File: src/rtl/sub_nibble_serial.sv
// Nibble-serial unsigned subtractor: d = a - b - bi, one 4-bit nibble per clock,
// borrow held in a register between nibbles, start/busy/done handshake.
module sub_nibble_serial #(
  parameter int unsigned WIDTH = 16
) (
  input  logic             clk,
  input  logic             rst,
  input  logic             start_i,
  input  logic [WIDTH-1:0] a_i,
  input  logic [WIDTH-1:0] b_i,
  input  logic             bi_i,
  output logic             busy_o,
  output logic             done_o,
  output logic [WIDTH-1:0] d_o,
  output logic             bo_o,
  output logic             z_o
);

  localparam int unsigned N  = WIDTH / 4;
  localparam int unsigned KW = (N > 1) ? $clog2(N) : 1;

  typedef enum logic [1:0] {
    IDLE = 2'd0,
    RUN  = 2'd1,
    DONE = 2'd2
  } state_e;

  state_e           state_q;
  logic [WIDTH-1:0] a_q;
  logic [WIDTH-1:0] b_q;
  logic [WIDTH-1:0] res_q;
  logic             borrow_q;
  logic [KW-1:0]    k_q;

  logic [4:0]       nib_sum;
  logic             borrow_d;
  logic [WIDTH-1:0] res_d;
  logic             last_nib;

  // Current nibble: a + ~b + ~borrow; carry-out low means a borrow was taken.
  always_comb begin
    nib_sum  = {1'b0, a_q[{k_q, 2'b00} +: 4]} + {1'b0, ~b_q[{k_q, 2'b00} +: 4]}
             + {4'b0000, ~borrow_q};
    borrow_d = ~nib_sum[4];
    res_d    = res_q;
    res_d[{k_q, 2'b00} +: 4] = nib_sum[3:0];
    last_nib = (k_q == KW'(N - 1));
  end

  always_ff @(posedge clk or posedge rst) begin
    if (rst) begin
      state_q  <= IDLE;
      a_q      <= '0;
      b_q      <= '0;
      res_q    <= '0;
      borrow_q <= 1'b0;
      k_q      <= '0;
      busy_o   <= 1'b0;
      done_o   <= 1'b0;
      d_o      <= '0;
      bo_o     <= 1'b0;
      z_o      <= 1'b0;
    end else begin
      done_o <= 1'b0;
      case (state_q)
        IDLE, DONE: begin
          if (start_i) begin
            a_q      <= a_i;
            b_q      <= b_i;
            borrow_q <= bi_i;
            k_q      <= '0;
            busy_o   <= 1'b1;
            state_q  <= RUN;
          end else begin
            state_q  <= IDLE;
          end
        end
        RUN: begin
          borrow_q <= borrow_d;
          res_q    <= res_d;
          k_q      <= k_q + KW'(1);
          // Result only becomes visible once the final nibble is in.
          if (last_nib) begin
            state_q <= DONE;
            busy_o  <= 1'b0;
            done_o  <= 1'b1;
            d_o     <= res_d;
            bo_o    <= borrow_d;
            z_o     <= (res_d == '0);
          end
        end
        default: begin
          state_q <= IDLE;
          busy_o  <= 1'b0;
        end
      endcase
    end
  end

endmodule

File: config.mk
export PLATFORM = sky130hd
export DESIGN_NAME = sub_nibble_serial
export DESIGN_NICKNAME = d
export VERILOG_FILES = /design/src/rtl/sub_nibble_serial.sv
export SDC_FILE = /design/constraint.sdc
export NUM_CORES = 1
export LEC_CHECK = 0
export CAP_MARGIN = 10
export CORE_MARGIN = 2
export CORE_UTILIZATION = 30
export CTS_CLUSTER_SIZE = 10
export DETAILED_ROUTE_END_ITERATION = 8
export SYNTH_ARGS = -nofsm -noshare
export SYNTH_HDL_FRONTEND = slang
export SYNTH_SLANG_ARGS = --single-unit
File: constraint.sdc
create_clock -name clk -period 4 [get_ports clk]
set_clock_uncertainty 0.2 [all_clocks]
set_input_delay 0.6 -clock clk [delete_from_list [all_inputs] [get_ports clk]]
set_output_delay 0.6 -clock clk [all_outputs]
set_load 0.02 [all_outputs]
**Word-level counts from Yosys, hierarchy flattened**

Cells that the tools add are included.

- Flip-flop bits (word level): 73
- Output and inout port bits: 20

- Reduce and logical (&&, ||, !) cells: 8
- Muxes and demuxes: 13
- $add $sub $neg: 4
- Equality and inequality tests: 5
- Bitwise gates (word level): 3
- Shifts and indexed selects: 4

Operator list:

| kind | count |
|---|---|
| $shiftx 16x5->4 | 2 |
| $bwmux 16 | 1 |
| $logic_not 16->1 | 1 |
| $shift 4x6->16 const A | 1 |
| $shiftx 4x6->16 | 1 |
| $pmux 2 s2 | 2 |
| $reduce_and 2->1 | 4 |
| $mux 1 | 6 |
| $neg 4->6 | 1 |
| $add 4x4->5 | 1 |
| $add 5x1->5 | 1 |
| $eq 2x2->1 const B | 2 |
| $mux 2 | 2 |
| $ne 2x2->1 const B | 2 |
| $not 4->4 | 1 |
| $pmux 1 s2 | 2 |
| $add 2x1->2 const B | 1 |
| $eq 2x1->1 const B | 1 |
| $logic_not 2->1 | 1 |
| $not 1->1 | 2 |
| $reduce_bool 2->1 | 1 |
| $reduce_or 2->1 | 1 |

**Longest topological paths before layout**

Gate-level depths: netlist of run 1.

- Depth after elaboration: 7
- Depth in mapped cells: 11
- Depth with buffers taken out: 9

**Least setup slack after synthesis of run 1**

Ideal clock, no wire load.

- Path kind: register -> register
- Start: reg k_q[0]
- End: reg z_o
- Stages on the path, launching flop included: 11
- Path buffers: 2
- Slack: 0.713 ns
- Arrival time: 3.022 ns
- Period minus slack after synthesis: 3.287 ns
- Cells stage by stage: dfrtp_1 buf_4 mux4_2 fa_1 inv_1 fa_1 buf_6 a41oi_1 o211ai_1 nor4b_2 a32o_2

- Word-level cells in the longest chain between the ends: 7

Ends and longest elaborated chain:

| element | RTL line | text |
|---|---|---|
| from (decl) | 33 | `logic [KW-1:0] k_q;` |
| from (signal assigned) | 81 | `k_q <= k_q + KW'(1);` |
| $shiftx 16x5->4 | 42 | `nib_sum = {1'b0, a_q[{k_q, 2'b00} +: 4]} + {1'b0, ~b_q[{k_q, 2'b00} +: 4]}` |
| $not 4->4 | 42 |  |
| $add 4x4->5 | 42 |  |
| $add 5x1->5 | 43 | `+ {4'b0000, ~borrow_q};` |
| $shiftx 4x6->16 | 46 | `res_d[{k_q, 2'b00} +: 4] = nib_sum[3:0];` |
| $bwmux 16 | 46 |  |
| $logic_not 16->1 | 89 | `z_o <= (res_d == '0);` |
| to (signal assigned) | 89 |  |
| to (decl) | 16 | `output logic z_o` |

Several ways; a longest one is shown, not always the timed one.
A chain may end at the register's enable or synchronous reset.

**Final worst setup path of run 1**

Same ends and word-level chain as after synthesis.

==> results of run 1 <==
-- layer usage --
metal	vias up	routed length (um)	track usage, %
met4	0	89	3.46
met3	11	518	3.86
li1	1133	-	-
met2	79	3640	21.1
met1	1151	3280	16.1
met5	-	0	0
-- where the power goes --
| part | internal [mW] | switching [mW] | total (mW) |
|---|---|---|---|
| clock | 0.482 | 0.305 | 0.787 |
| sequential | 1.05 | 0.230 | 1.28 |
| combinational | 0.958 | 1.24 | 2.20 |
| total | 2.49 | 1.78 | 4.27 |
-- stage by stage --
stage	hold slack, ns	total power, mW	cells	util, %	setup WS [ns]
floorplan	0.242	2.91	285	-	0.713
global placement	0.260	3.47	474	36.7	0.655
detailed placement	0.275	3.51	474	36.7	0.537
CTS	0.287	4.32	490	39.3	0.524
global route	0.301	4.56	490	39.3	0.351
finish	0.279	4.27	490	39.3	0.509
-- synthesized netlist by cell type (5+ instances only) --
library cell,n,area [um2]
o21ai_0,17,85.1
mux4_2,8,180
nand2_1,28,105
nor2b_1,11,68.8
a21oi_1,10,50.1
dfrtp_1,73,1830
o21ai_1,5,25.0
a22oi_1,7,52.6
inv_1,13,48.8
mux2_2,33,372
clkbuf_1,6,22.5
ha_1,9,113
a22o_1,15,131
nor2_1,9,33.8
-- layout by cell type, fill, tap and decap left out, drive strengths merged, types with 2 or more instances in the layout --
cell type and instances:
inv 14, clkinv 4, a22o 15, nand2 29, clkdlybuf4s50 55, a21o 2, nor2 9, ha 9
mux4 8, a22oi 7, a21oi 10, and2 2, and2b 2, nor3 3, nand2b 3, nor2b 11
a31oi 3, o21ai 22, clkbuf 9, dfrtp 73, mux2 33, fa 2, buf 3, nor3b 2
-- worst reg2reg max path, cell delays in order (launching register included) --
cell and delay (ns):
dfrtp_1 0.63, mux4_2 0.59, fa_1 0.40, inv_1 0.10, fa_1 0.56, a41oi_1 0.36
o211ai_1 0.16, nor4b_2 0.23, a32o_2 0.20
-- cells by family (layout without fill, tap and decap cells) --
family,count (synthesis),in the layout
adders and majority gates,11,11
buffers and inverters,25,87
xor gates and xnor gates,2,2
AOI/OAI and AO/OA,66,66
and+or+nand+nor,67,67
muxes,41,41
DFF,73,73
-- state kept, by name, summed over array words and instances, names as in the netlist, 2 cells and up --
signal / flops
a_q: 16
b_q: 16
d_o: 16
k_q: 2
res_q: 16
state_q: 2
-- final cells by class --
cell class | instances | area (um2) | share of cell area, %
sequential | 73 | 1830 | 40.9
multi-input combinational | 187 | 1550 | 34.6
timing repair buffer | 58 | 573 | 12.8
clock buffer | 9 | 225 | 5.04
tap | 143 | 179 | 4.00
clock inverter | 7 | 70.1 | 1.57
inverter | 13 | 48.8 | 1.09
-- path summary, 6_finish.rpt --
path / cells past startpoint / to / start
min: 2 / d_o[7] / d_o[7]
min reg2reg: 2 / d_o[7] / d_o[7]
max in group asynchronous: 3 / res_q[14] / rst
min in group asynchronous: 2 / a_q[12] / rst
max: 8 / z_o / k_q[0]
max reg2reg: 8 / z_o / k_q[0]
==> flow_summary.yaml, run 1 <==
die:
  die_area_mm2: 0.0125
  dieHeight_um: 112
  core_mm2: 0.0114
  start_util_pct: 30.6
  rows: 39
  die_width_um: 112
  io_pins: 56
worst_setup_path:
  critPathMaxStageDelay_ns: 0.63
  cp-start-kind: "flip-flop"
  cp-end-kind: "flip-flop"
  crit_chain: "mux4_2, fa_1, inv_1, fa_1, a41oi_1, o211ai_1, nor4b_2, a32o_2"
  crit_required_ns: 4.07
  critPathKind: "flip-flop to flip-flop"
  critPathArrivalTime_ns: 3.56
  crit_fanout: 13
  slowest_stage: "dfrtp_1"
  path_delay_family: "adder cells"
  cp_common_cell: "fa_1"
  regToRegSetupSlack_ns: 0.51
  crit_buf_inv: 1
logic_synthesis:
  synth-compound-area-share_pct: 12.9
  seq_area_frac_synth_pct: 52.5
  synth_top_family_by_area: "multiplexers"
  synth-adder-area-share_pct: 4.39
  syn_avg_cell_area_um2: 12.2
  synthSimpleGateAreaFrac_pct: 10.2
  ys.flop_type: "dfrtp_1"
  synth-edff-count: 0
  yosysUniqueCellTypes: 43
  synthXorXnorAreaFrac_pct: 0.935
  synthesis.nets: 332
  yosysWarnings: 0
  ys_ff_latch: 73
  netlist_instances: 285
  synth_area_mm2: 0.00348
  synth.area.mux_share_pct: 15.9
  async_flop_share_pct: 100
clock_tree:
  cts.path.max_buffers: 2
  cts-root-buf: "clkbuf_16"
  cts_sinks: 73
  tritoncts: "yes"
  cts_made_buffers: 9
  htree_levels: 3
  cts_resized: 0
  post_cts_buffers: 0
  clkLatencyLatePin_ns: 0.33
  holdBufCountCts: 0
  clkTransAtPathRegs_ns: 0.06
sta:
  finalCritPeriodShare_pct: 87.3
  rsz0062_at_grt: "no"
  fin_crit_ns: 3.49
  slew_viol_final: 0
  fin_tns_setup_ns: 0
  worst_pin_slew_ns: 0.928
  setup_violations: 0
  slew_headroom_pct: 38.0
  max_freq_mhz: 286
  hold_viol: 0
global_routing:
  antenna_found_initial: 0
  grt_pass1_wl_um: 12500
  grt_pass1_vias: 2496
  grt_usage_pct: 12.7
  grt_max_degree: 36
  grt_overflow: 0
hold_path:
  hold_path.class: "flip-flop to flip-flop"
drt:
  viasPerCell: 4.84
  drt_iter0_markers: 75
  dr.pass1.iters: 4
  wl_per_cell_um: 15.4
  vias: 2374
  drc: 0
  ant_nets: 0
  drt_wl_total_um: 7530
run:
  max-cap-violations: 0
layout:
  final_layout_size_suffix_gt1_share_pct: 21.0
  fillers: 1136
  diodes: 0
  num-nets-final: 389
  synthToLayoutAreaGrowth_pct: 28.5
  finalInstanceArea_mm2: 0.00447
power_and_ir_drop:
  p_per_area_mw_per_mm2: 955
  p_leak_nw: 1.92
  peakVddDrop_v: 0.000634
place:
  globalplace.congestion: 0.831
  io_buffers: 55
  dpl.hpwl_um: 5550
  post_dp_cell_area_mm2: 0.00418
run_status:
  status: "complete, no violations"
Power figures use the tool's default switching activity.
==> run 2, diff against run 1 <==
- ABC_CLOCK_PERIOD_IN_PS: default -> 4000
- CAP_MARGIN: 10 -> 20
- HOLD_SLACK_MARGIN: default -> 0.15
==> results of run 2 <==
No change in the layout: final DEF, timing and power equal those of run 1.
==> run 3, diff against run 2 <==
- CTS_CLUSTER_DIAMETER: default -> 80
==> results of run 3 <==
No change in the layout: final DEF, timing and power equal those of run 1.
